$ cat src/rtl/csr_exec_unit_if.sv
// Bundles the decode-side request, trap/return controls and CSR file hookups of csr_exec_unit.
// The slave modport is the sequencer; the master modport is whatever surrounds it.
interface csr_exec_unit_if;
    logic        VALID_IN;
    logic [2:0]  FUNCT3;
    logic [11:0] CSR_ADDR;
    logic [4:0]  RS1_FIELD;
    logic [63:0] RS1_DATA;
    logic [4:0]  RD_IN;
    logic        EXC_REQ;
    logic [63:0] EXC_CAUSE;
    logic [63:0] EXC_PC;
    logic        MRET;
    logic [1:0]  PRIVILEGE;
    logic [63:0] CSR_RDATA;
    logic [63:0] MTVEC_IN;
    logic        READY;
    logic [11:0] CSR_SR;
    logic [11:0] CSR_DR;
    logic [63:0] CSR_WDATA;
    logic        CSR_LD;
    logic        RD_WE;
    logic [4:0]  RD_ADDR;
    logic [63:0] RD_WDATA;
    logic        ILLEGAL;
    logic        REDIRECT;
    logic [63:0] REDIRECT_PC;

    modport master (
        output VALID_IN, FUNCT3, CSR_ADDR, RS1_FIELD, RS1_DATA, RD_IN,
        output EXC_REQ, EXC_CAUSE, EXC_PC, MRET, PRIVILEGE, CSR_RDATA, MTVEC_IN,
        input  READY, CSR_SR, CSR_DR, CSR_WDATA, CSR_LD, RD_WE, RD_ADDR,
        input  RD_WDATA, ILLEGAL, REDIRECT, REDIRECT_PC
    );

    modport slave (
        input  VALID_IN, FUNCT3, CSR_ADDR, RS1_FIELD, RS1_DATA, RD_IN,
        input  EXC_REQ, EXC_CAUSE, EXC_PC, MRET, PRIVILEGE, CSR_RDATA, MTVEC_IN,
        output READY, CSR_SR, CSR_DR, CSR_WDATA, CSR_LD, RD_WE, RD_ADDR,
        output RD_WDATA, ILLEGAL, REDIRECT, REDIRECT_PC
    );
endinterface

$ cat src/rtl/csr_exec_unit.sv
// Zicsr read-modify-write, machine trap entry and MRET sequencer driving the CSR file.
// Control outputs are registered; write/return data follow the file's combinational read.
module csr_exec_unit #(
    parameter logic [11:0] MEPC_ADDR    = 12'h341,
    parameter logic [11:0] MCAUSE_ADDR  = 12'h342,
    parameter logic [11:0] MSTATUS_ADDR = 12'h300
) (
    input  logic           CLK,
    input  logic           RST_N,
    csr_exec_unit_if.slave bus
);

    typedef enum logic [2:0] {
        S_IDLE    = 3'd0,
        S_EXEC    = 3'd1,
        S_T_EPC   = 3'd2,
        S_T_CAUSE = 3'd3,
        S_T_STAT  = 3'd4,
        S_M_STAT  = 3'd5,
        S_M_EPC   = 3'd6
    } state_t;

    state_t      r_state;
    logic [2:0]  r_funct3;
    logic [4:0]  r_rs1_field;
    logic [63:0] r_rs1_data;
    logic [63:0] r_cause;
    logic [63:0] r_pc;
    logic [1:0]  r_priv;

    logic        r_ready;
    logic [11:0] r_sr;
    logic [11:0] r_dr;
    logic        r_ld;
    logic        r_rd_we;
    logic [4:0]  r_rd_addr;
    logic        r_illegal;
    logic        r_redirect;

    logic        w_acc_write;
    logic        w_acc_ro;
    logic [63:0] w_src;
    logic [63:0] w_exec_new;
    logic [63:0] w_tvec_base;
    logic [63:0] w_trap_pc;
    logic [63:0] w_wdata;
    logic [63:0] w_rpc;

    function automatic logic [63:0] f_trap_mstatus(input logic [63:0] old, input logic [1:0] priv);
        logic [63:0] v;
        v        = old;
        v[7]     = old[3];
        v[3]     = 1'b0;
        v[12:11] = priv;
        return v;
    endfunction

    function automatic logic [63:0] f_mret_mstatus(input logic [63:0] old);
        logic [63:0] v;
        v        = old;
        v[3]     = old[7];
        v[7]     = 1'b1;
        v[12:11] = 2'b00;
        return v;
    endfunction

    // Set/clear forms with a zero rs1 field leave the CSR untouched; only writes can fault.
    assign w_acc_write = (bus.FUNCT3[1:0] == 2'b01) || (bus.RS1_FIELD != 5'd0);
    assign w_acc_ro    = (bus.CSR_ADDR[11:10] == 2'b11);

    // Read-modify-write result for the latched Zicsr operation
    always_comb begin
        w_src = r_funct3[2] ? {59'd0, r_rs1_field} : r_rs1_data;
        case (r_funct3[1:0])
            2'b01:   w_exec_new = w_src;
            2'b10:   w_exec_new = bus.CSR_RDATA | w_src;
            2'b11:   w_exec_new = bus.CSR_RDATA & ~w_src;
            default: w_exec_new = bus.CSR_RDATA;
        endcase
    end

    // Trap target: vectored mode only offsets interrupts, not synchronous exceptions
    always_comb begin
        w_tvec_base = {bus.MTVEC_IN[63:2], 2'b00};
        if ((bus.MTVEC_IN[1:0] == 2'b01) && r_cause[63]) begin
            w_trap_pc = w_tvec_base + {r_cause[61:0], 2'b00};
        end else begin
            w_trap_pc = w_tvec_base;
        end
    end

    // Per-state write data and redirect target
    always_comb begin
        w_wdata = 64'd0;
        w_rpc   = 64'd0;
        case (r_state)
            S_EXEC:    w_wdata = r_ld ? w_exec_new : 64'd0;
            S_T_EPC:   w_wdata = r_pc;
            S_T_CAUSE: w_wdata = r_cause;
            S_T_STAT: begin
                w_wdata = f_trap_mstatus(bus.CSR_RDATA, r_priv);
                w_rpc   = w_trap_pc;
            end
            S_M_STAT:  w_wdata = f_mret_mstatus(bus.CSR_RDATA);
            S_M_EPC:   w_rpc   = {bus.CSR_RDATA[63:2], 2'b00};
            default: begin
                w_wdata = 64'd0;
                w_rpc   = 64'd0;
            end
        endcase
    end

    // Sequencer: state, latched operands and the registered control outputs of the next state
    always_ff @(posedge CLK or negedge RST_N) begin
        if (!RST_N) begin
            r_state     <= S_IDLE;
            r_funct3    <= 3'd0;
            r_rs1_field <= 5'd0;
            r_rs1_data  <= 64'd0;
            r_cause     <= 64'd0;
            r_pc        <= 64'd0;
            r_priv      <= 2'd0;
            r_ready     <= 1'b1;
            r_sr        <= 12'd0;
            r_dr        <= 12'd0;
            r_ld        <= 1'b0;
            r_rd_we     <= 1'b0;
            r_rd_addr   <= 5'd0;
            r_illegal   <= 1'b0;
            r_redirect  <= 1'b0;
        end else begin
            r_ready    <= 1'b0;
            r_sr       <= 12'd0;
            r_dr       <= 12'd0;
            r_ld       <= 1'b0;
            r_rd_we    <= 1'b0;
            r_rd_addr  <= 5'd0;
            r_illegal  <= 1'b0;
            r_redirect <= 1'b0;
            case (r_state)
                S_IDLE: begin
                    if (bus.EXC_REQ) begin
                        r_pc    <= bus.EXC_PC;
                        r_cause <= bus.EXC_CAUSE;
                        r_priv  <= bus.PRIVILEGE;
                        r_dr    <= MEPC_ADDR;
                        r_ld    <= 1'b1;
                        r_state <= S_T_EPC;
                    end else if (bus.MRET) begin
                        r_sr    <= MSTATUS_ADDR;
                        r_dr    <= MSTATUS_ADDR;
                        r_ld    <= 1'b1;
                        r_state <= S_M_STAT;
                    end else if (bus.VALID_IN) begin
                        if (bus.FUNCT3[1:0] == 2'b00) begin
                            r_illegal <= 1'b1;
                            r_ready   <= 1'b1;
                            r_state   <= S_IDLE;
                        end else begin
                            r_funct3    <= bus.FUNCT3;
                            r_rs1_field <= bus.RS1_FIELD;
                            r_rs1_data  <= bus.RS1_DATA;
                            r_sr        <= bus.CSR_ADDR;
                            r_dr        <= bus.CSR_ADDR;
                            if (w_acc_write && w_acc_ro) begin
                                r_illegal <= 1'b1;
                            end else begin
                                r_ld      <= w_acc_write;
                                r_rd_we   <= (bus.RD_IN != 5'd0);
                                r_rd_addr <= bus.RD_IN;
                            end
                            r_state <= S_EXEC;
                        end
                    end else begin
                        r_ready <= 1'b1;
                        r_state <= S_IDLE;
                    end
                end
                S_EXEC: begin
                    r_ready <= 1'b1;
                    r_state <= S_IDLE;
                end
                S_T_EPC: begin
                    r_dr    <= MCAUSE_ADDR;
                    r_ld    <= 1'b1;
                    r_state <= S_T_CAUSE;
                end
                S_T_CAUSE: begin
                    r_sr       <= MSTATUS_ADDR;
                    r_dr       <= MSTATUS_ADDR;
                    r_ld       <= 1'b1;
                    r_redirect <= 1'b1;
                    r_state    <= S_T_STAT;
                end
                S_M_STAT: begin
                    r_sr       <= MEPC_ADDR;
                    r_redirect <= 1'b1;
                    r_state    <= S_M_EPC;
                end
                default: begin
                    r_ready <= 1'b1;
                    r_state <= S_IDLE;
                end
            endcase
        end
    end

    assign bus.READY       = r_ready;
    assign bus.CSR_SR      = r_sr;
    assign bus.CSR_DR      = r_dr;
    assign bus.CSR_WDATA   = w_wdata;
    assign bus.CSR_LD      = r_ld;
    assign bus.RD_WE       = r_rd_we;
    assign bus.RD_ADDR     = r_rd_addr;
    assign bus.RD_WDATA    = r_rd_we ? bus.CSR_RDATA : 64'd0;
    assign bus.ILLEGAL     = r_illegal;
    assign bus.REDIRECT    = r_redirect;
    assign bus.REDIRECT_PC = w_rpc;

endmodule

$ cat src/flat_wrapper.sv
// flat-port wrapper written by rule: the top's interface ports become plain ports
module csr_exec_unit_flat 
#(
    parameter logic [11:0] MEPC_ADDR    = 12'h341,
    parameter logic [11:0] MCAUSE_ADDR  = 12'h342,
    parameter logic [11:0] MSTATUS_ADDR = 12'h300
)
  (CLK, RST_N, bus_VALID_IN, bus_FUNCT3, bus_CSR_ADDR, bus_RS1_FIELD, bus_RS1_DATA, bus_RD_IN, bus_EXC_REQ, bus_EXC_CAUSE, bus_EXC_PC, bus_MRET, bus_PRIVILEGE, bus_CSR_RDATA, bus_MTVEC_IN, bus_READY, bus_CSR_SR, bus_CSR_DR, bus_CSR_WDATA, bus_CSR_LD, bus_RD_WE, bus_RD_ADDR, bus_RD_WDATA, bus_ILLEGAL, bus_REDIRECT, bus_REDIRECT_PC);
  csr_exec_unit_if bus_i ();
  input  logic CLK;
  input  logic RST_N;
  input wire logic [$bits(bus_i.VALID_IN)-1:0] bus_VALID_IN;
  input wire logic [$bits(bus_i.FUNCT3)-1:0] bus_FUNCT3;
  input wire logic [$bits(bus_i.CSR_ADDR)-1:0] bus_CSR_ADDR;
  input wire logic [$bits(bus_i.RS1_FIELD)-1:0] bus_RS1_FIELD;
  input wire logic [$bits(bus_i.RS1_DATA)-1:0] bus_RS1_DATA;
  input wire logic [$bits(bus_i.RD_IN)-1:0] bus_RD_IN;
  input wire logic [$bits(bus_i.EXC_REQ)-1:0] bus_EXC_REQ;
  input wire logic [$bits(bus_i.EXC_CAUSE)-1:0] bus_EXC_CAUSE;
  input wire logic [$bits(bus_i.EXC_PC)-1:0] bus_EXC_PC;
  input wire logic [$bits(bus_i.MRET)-1:0] bus_MRET;
  input wire logic [$bits(bus_i.PRIVILEGE)-1:0] bus_PRIVILEGE;
  input wire logic [$bits(bus_i.CSR_RDATA)-1:0] bus_CSR_RDATA;
  input wire logic [$bits(bus_i.MTVEC_IN)-1:0] bus_MTVEC_IN;
  output wire logic [$bits(bus_i.READY)-1:0] bus_READY;
  output wire logic [$bits(bus_i.CSR_SR)-1:0] bus_CSR_SR;
  output wire logic [$bits(bus_i.CSR_DR)-1:0] bus_CSR_DR;
  output wire logic [$bits(bus_i.CSR_WDATA)-1:0] bus_CSR_WDATA;
  output wire logic [$bits(bus_i.CSR_LD)-1:0] bus_CSR_LD;
  output wire logic [$bits(bus_i.RD_WE)-1:0] bus_RD_WE;
  output wire logic [$bits(bus_i.RD_ADDR)-1:0] bus_RD_ADDR;
  output wire logic [$bits(bus_i.RD_WDATA)-1:0] bus_RD_WDATA;
  output wire logic [$bits(bus_i.ILLEGAL)-1:0] bus_ILLEGAL;
  output wire logic [$bits(bus_i.REDIRECT)-1:0] bus_REDIRECT;
  output wire logic [$bits(bus_i.REDIRECT_PC)-1:0] bus_REDIRECT_PC;
  assign bus_i.VALID_IN = bus_VALID_IN;
  assign bus_i.FUNCT3 = bus_FUNCT3;
  assign bus_i.CSR_ADDR = bus_CSR_ADDR;
  assign bus_i.RS1_FIELD = bus_RS1_FIELD;
  assign bus_i.RS1_DATA = bus_RS1_DATA;
  assign bus_i.RD_IN = bus_RD_IN;
  assign bus_i.EXC_REQ = bus_EXC_REQ;
  assign bus_i.EXC_CAUSE = bus_EXC_CAUSE;
  assign bus_i.EXC_PC = bus_EXC_PC;
  assign bus_i.MRET = bus_MRET;
  assign bus_i.PRIVILEGE = bus_PRIVILEGE;
  assign bus_i.CSR_RDATA = bus_CSR_RDATA;
  assign bus_i.MTVEC_IN = bus_MTVEC_IN;
  assign bus_READY = bus_i.READY;
  assign bus_CSR_SR = bus_i.CSR_SR;
  assign bus_CSR_DR = bus_i.CSR_DR;
  assign bus_CSR_WDATA = bus_i.CSR_WDATA;
  assign bus_CSR_LD = bus_i.CSR_LD;
  assign bus_RD_WE = bus_i.RD_WE;
  assign bus_RD_ADDR = bus_i.RD_ADDR;
  assign bus_RD_WDATA = bus_i.RD_WDATA;
  assign bus_ILLEGAL = bus_i.ILLEGAL;
  assign bus_REDIRECT = bus_i.REDIRECT;
  assign bus_REDIRECT_PC = bus_i.REDIRECT_PC;
  csr_exec_unit #(.MEPC_ADDR(MEPC_ADDR), .MCAUSE_ADDR(MCAUSE_ADDR), .MSTATUS_ADDR(MSTATUS_ADDR)) u_core (.CLK(CLK), .RST_N(RST_N), .bus(bus_i));
endmodule
$ cat config.mk
export PLATFORM = sky130hd
export DESIGN_NAME = csr_exec_unit_flat
export DESIGN_NICKNAME = d
export VERILOG_FILES = /design/src/rtl/csr_exec_unit_if.sv /design/src/rtl/csr_exec_unit.sv /design/src/flat_wrapper.sv
export SDC_FILE = /design/constraint.sdc
export NUM_CORES = 1
export LEC_CHECK = 0
export ABC_AREA = 1
export BUFFER_PORTS_ARGS = -buffer_cell sky130_fd_sc_hd__buf_4
export CAP_MARGIN = 20
export CELL_PAD_IN_SITES_DETAIL_PLACEMENT = 1
export CELL_PAD_IN_SITES_GLOBAL_PLACEMENT = 2
export CORE_ASPECT_RATIO = 1.25
export CORE_MARGIN = 4
export CORE_UTILIZATION = 24
export CTS_CLUSTER_DIAMETER = 60
export DETAILED_ROUTE_END_ITERATION = 8
export GPL_TIMING_DRIVEN = 0
export PLACE_DENSITY = 0.79
export SLEW_MARGIN = 20
export SYNTH_ARGS = -nofsm -noshare
export SYNTH_HDL_FRONTEND = slang
export SYNTH_SLANG_ARGS = --single-unit
$ cat constraint.sdc
create_clock -name CLK -period 1.91 [get_ports CLK]
set_input_delay 0.0955 -clock CLK [delete_from_list [all_inputs] [get_ports CLK]]
set_output_delay 0.0955 -clock CLK [all_outputs]
set_load 0.05 [all_outputs]
; ---- Yosys cells after proc, flatten, opt, wreduce, memory -nomap -nowiden
; Index checks and enable logic that the tools add are counted.
[totals]
ff_bits = 239
latch_bits = 0
ramBits = 0
romBits = 0
input_bits = 352
output_inout_bits = 226
word_cells = 95
mem_count = 0
[classes]
add_sub_neg = 1
multipliers = 0
div = 0
order_cmp = 0
n_eq_ne = 12
n_shift = 0
n_mux = 49
bitwise = 6
reduce_logical = 12
[op_table]
columns = operator, n
row1 = 64-bit case mux with 5 select lines, 1
row2 = 64-bit two-way mux, 4
row3 = 64-bit case mux with 3 select lines, 1
row4 = 64-bit case mux with 2 select lines, 1
row5 = 12-bit case mux with 3 select lines, 2
row6 = 64-bit adder, 1
row7 = 64-bit bitwise AND, 1
row8 = 64-bit inverter, 1
row9 = 64-bit OR, 1
row10 = 12-bit two-way mux, 5
row11 = 5-bit two-way mux, 6
row12 = 1-bit two-way mux, 24
row13 = 3-bit case mux with 4 select lines, 1
row14 = 5-bit nonzero test, 2
row15 = 3-bit equality test (second input constant), 3
row16 = 2-bit by 1-bit equality test with 1-bit output (second input constant), 3
row17 = 2-bit equality test (second input constant), 3
row18 = 3-bit by 2-bit equality test with 1-bit output (second input constant), 2
row19 = 3-bit two-way mux, 2
row20 = 5-bit AND reduction, 1
row21 = 1-bit case mux with 2 select lines, 2
row22 = 2-bit OR reduction, 2
row23 = 3-bit by 1-bit equality test with 1-bit output (second input constant), 1
row24 = 3-bit zero test, 1
row25 = other kinds (6), 9

; ---- Longest topological paths before layout
[depth]
ltp_word = 9
mapped_depth = 15

; ---- Worst setup path before layout
; Ideal clock, no wire load.
[synth_path]
path_kind = register to output
startpoint = register u_core.r_cause[0]
endpoint = output port bus_REDIRECT_PC[30]
arrival_ns = 2.877
required_time_ns = 1.814
setup_slack_ns = -1.063
stages_incl_launch_ff = 12
n_path_buf = 0
cell_sequence = dfrtp_1 > ha_1 > fa_1 > nand3_1 > nand3_1 > inv_1 > nor2_1 > o21ai_0 > nand2_1 > xor2_1 > nor2_1 > o21ai_0
[synth_between]
elab_chain_cells = 3
[synth_lines]
columns = element, line_no
row1 = from (decl), csr_exec_unit.sv:27  ; logic [63:0] r_cause;
row2 = from (signal assigned), csr_exec_unit.sv:144  ; r_cause <= bus.EXC_CAUSE;
row3 = 64-bit adder, csr_exec_unit.sv:86  ; w_trap_pc = w_tvec_base + {r_cause[61:0], 2'b00};
row4 = 64-bit two-way mux, csr_exec_unit.sv:85  ; if ((bus.MTVEC_IN[1:0] == 2'b01) && r_cause[63]) begin
row5 = 64-bit case mux with 2 select lines, csr_exec_unit.sv:96  ; case (r_state)
row6 = to (decl), flat_wrapper.sv:35  ; output wire logic [$bits(bus_i.REDIRECT_PC)-1:0] bus_REDIRECT_PC;
; No other way between the ends.

; ---- Worst setup path after layout
[layout_path]
startpoint = register u_core.r_cause[0]
endpoint = output port bus_REDIRECT_PC[62]
; Same word-level chain as after synthesis.

==> impl_metrics.py <==
metrics = {
    "synth": {
        "postSynthAreaPerCell_um2": 6.01,
        "yosys_warnings": 0,
        "synth_seq_area_share_pct": 31.2,
        "synth_top_area_share_pct": 31.1,
        "synthTopCellsByArea": "dfrtp_1 31%, nand2_1 28%, inv_1 8.7%",
        "synthTopCellsByCount": "1449 x nand2_1, 446 x inv_1, 243 x nor2_1",
        "synth_enable_flop_cells": 0,
        "synth-main-ff-cell": "dfrtp_1",
        "synth.largest_area_cell": "dfrtp_1",
        "yosys_register_bits": 239,
        "yosysMostFrequentCell": "nand2_1",
        "async_flop_share_pct": 100,
        "synth_area_um2": 19200,
        "synth.distinct_cells": 43,
        "synth_cells": 3188,
    },
    "clock_network": {
        "cts_buffers": 35,
        "cts_buffer_depth": 3,
        "cts_tree": "done",
        "path_clk_slew_ns": 0.06,
        "cts_sinks": 239,
        "clock_latency_ns": 0.56,
        "root_buffer": "clkbuf_16",
        "cts_max_level": 2,
    },
    "die": {
        "core_region_area_um2": 79000,
        "num_rows": 115,
        "io_pins": 578,
        "die_h_um": 324,
        "initial_core_util_pct": 24.3,
        "die_area_um2": 84500,
        "fp.dieW_um": 261,
    },
    "sta": {
        "finalSetupTns_ns": -99.11,
        "relSlewSlack_pct": 52.9,
        "fmax_mhz": 327,
        "fin_crit_ns": 3.06,
        "finalSetupViolCount": 148,
        "rsz0062_at_grt": "yes",
        "slew_viol_final": 0,
        "hold_viol_final": 0,
        "worst_pin_slew_ns": 0.706,
        "worst_slack_ns": -1.15,
        "clock_skew_ns": 0.0439,
        "fin_crit_sh_pct": 160,
    },
    "grt": {
        "antenna_found_initial": 11,
        "grt_pass1_wl_um": 187000,
        "gr-total-overflow": 0,
        "use_met3_pct": 4.27,
        "grt_use_met2_pct": 54.0,
        "grt.total_usage_pct": 30.1,
        "grt_pass1_vias": 27800,
        "grt_use_met1_pct": 35.7,
        "grt.busiest_layer": "met2",
        "grt_max_degree": 87,
    },
    "flow_run": {
        "maxCapViolCount": 0,
    },
    "status": {
        "outcome": "finished, violations left",
        "violations": "negative setup slack",
    },
    "setup_path": {
        "path_class": "reg -> out",
        "reg2reg_from": "u_core.r_state[2]",
        "cpPeakStageDelay_ns": 0.47,
        "worstSetupStartpointType": "flip-flop",
        "crit_required_ns": 1.81,
        "path_max_fanout": 4,
        "slowest_stage": "dfrtp_2",
        "crit_path_end_kind": "output port",
        "worstSetupStartpoint": "u_core.r_cause[0]",
        "critical_path.cell_chain": "ha_4, fa_2, nand3_2, nand3_4, inv_4, nor2_4, o21ai_4, nand2_4, nand2_2, nand2_1, nand2_1, nand3_2, nand2_2, nand2_4, buf_6",
        "crit_arrival_ns": 2.96,
        "rr_worst_depth": 11,
    },
    "placement": {
        "place.gp.congestion": 0.934,
        "pre_cts_slack_ns": -1.34,
        "dp_hpwl_um": 103000,
        "io_buffer_count": 575,
    },
    "route": {
        "drt-initial-drc-count": 1771,
        "vias": 26311,
        "viasPerCell": 4.95,
        "wl_per_cell_um": 25.5,
        "postRouteAntennaNets": 0,
        "drc": 0,
        "dr.pass1.iters": 5,
        "drt-total-wl_um": 136000,
    },
    "finish": {
        "area_growth_pct": 93.9,
        "nets": 4645,
        "drive_gt1_share_pct": 43.3,
        "utilization_pct": 47.0,
        "n_fill_cell": 9535,
    },
    "pwr": {
        "p_leak_nw": 18.9,
        "vdd_drop_max_uv": 990,
        "power_density_nw_per_um2": 1650,
    },
    "min_path": {
        "min-delay-path-class": "in -> async",
    },
}
[kinds of logic (layout without fill, tap and decap cells)]
logic type,count (synthesis),in the layout,share of synthesized area (%)
buffers and inverters,592,1661,12.3
flip-flops,239,239,31.2
AO/OA/AOI/OAI,437,437,13.9
other,1,10,0.0196
multiplexers,3,3,0.157
adder cells (fa/ha/maj),62,62,4.09
XOR/XNOR,24,24,1.10
AND/OR/NAND/NOR,1830,1830,37.2
[final timing paths]
check | slack, ns | end
worst max-delay path | -1.15 | bus_REDIRECT_PC[62]
worst min-delay path | 0.12 | u_core.bus.CSR_DR[8]
worst max register to register | -0.05 | u_core.r_cause[3]
worst min register to register | 0.47 | u_core.r_rs1_data[2]
max in group asynchronous | 0.71 | u_core.r_cause[45]
min in group CLK | 0.29 | u_core.r_rs1_data[18]
[worst max-delay path: cells and delay by family (launching register included)]
| kind | cells | cell delay (ns) |
|---|---|---|
| AOI/OAI and AO/OA | 1 | 0.19 |
| adders and majority gates | 2 | 0.57 |
| buffers and inverters | 2 | 0.25 |
| DFF | 1 | 0.47 |
| and+or+nand+nor | 10 | 0.91 |
[final cells by class]
class | instances | area, µm² | share of cell area [%]
Clock buffer | 44 | 981 | 2.64
Multi-Input combinational cell | 2358 | 15700 | 42.3
Timing Repair Buffer | 1011 | 9580 | 25.8
Inverter | 457 | 1780 | 4.80
Antenna cell | 8 | 20.0 | 0.0539
Tap cell | 1053 | 1320 | 3.55
Buffer | 128 | 1400 | 3.77
Sequential cell | 239 | 6060 | 16.3
Clock inverter | 20 | 289 | 0.778
Timing Repair inverter | 1 | 6.26 | 0.0168
[where the power goes]
group	internal [mW]	switching, mW
Clock	4.49	2.80
Combinational	16.9	27.2
Sequential	7.39	2.35
[state kept, by name, summed over array words and instances, names as in the netlist]
| signal | count |
|---|---|
| u_core.bus.CSR_DR | 12 |
| u_core.bus.RD_WE | 1 |
| u_core.r_rs1_data | 64 |
| u_core.r_pc | 64 |
| u_core.r_rs1_field | 5 |
| u_core.r_cause | 64 |
| u_core.bus.CSR_SR | 12 |
| u_core.r_priv | 2 |
| u_core.bus.RD_ADDR | 5 |
| u_core.r_state | 3 |
| u_core.r_funct3 | 3 |
| u_core.bus.READY | 1 |
| u_core.bus.CSR_LD | 1 |
| u_core.bus.REDIRECT | 1 |
| u_core.bus.ILLEGAL | 1 |
[layout by cell type (no fill, tap or decap), types with 19 or more instances in the layout]
cell              n
nand3_2          32
clkbuf_16        54
nand2_2         178
buf_8            52
inv_1           407
buf_6           153
a22o_1           38
nand2_4         103
nor2_4           56
o211ai_1         22
dfrtp_1         177
dlygate4sd3_1   225
nand3_1          28
inv_2            33
buf_4           581
nor2_1          138
a21oi_4          19
o21ai_1          23
buf_12           41
ha_4             58
a21oi_2          65
nand3_4          24
nor2_2           56
o21ai_2          37
o21ai_0          57
dfrtp_2          61
nand2_1        1158
a21oi_1          56
o21ai_4          20
clkbuf_2         19
nand4_1          24
[per-stage QoR]
stage | area, µm² | power (mW) | std cells | hold slack (ns)
floorplan | 20100 | 27.5 | 3189 | -0.200
global route | 37200 | 64.0 | 5318 | 0.172
finish | 37200 | 61.1 | 5319 | 0.119
global placement | 25800 | 38.3 | 4817 | 0.298
detailed placement | 25900 | 38.7 | 4820 | 0.144
CTS | 34800 | 56.4 | 5268 | 0.149
[routing by layer]
metal | wire (µm) | share of wire (%)
met5 | 28 | 0.021
met1 | 52400 | 39
met3 | 6860 | 5.1
met2 | 68300 | 50
met4 | 8030 | 5.9
[repair_timing]
action / in CTS / in global routing
gates cloned: 13 / 9
resized for setup: 1040 / 517
pin swaps: 218 / 244
endpoints found under the hold margin: 315 / 0
setup endpoints to repair: 393 / 353
hold buffers: 225 / 0
buffers inserted: 149 / 56
Note: power is estimated with default switching activity, not from simulation.
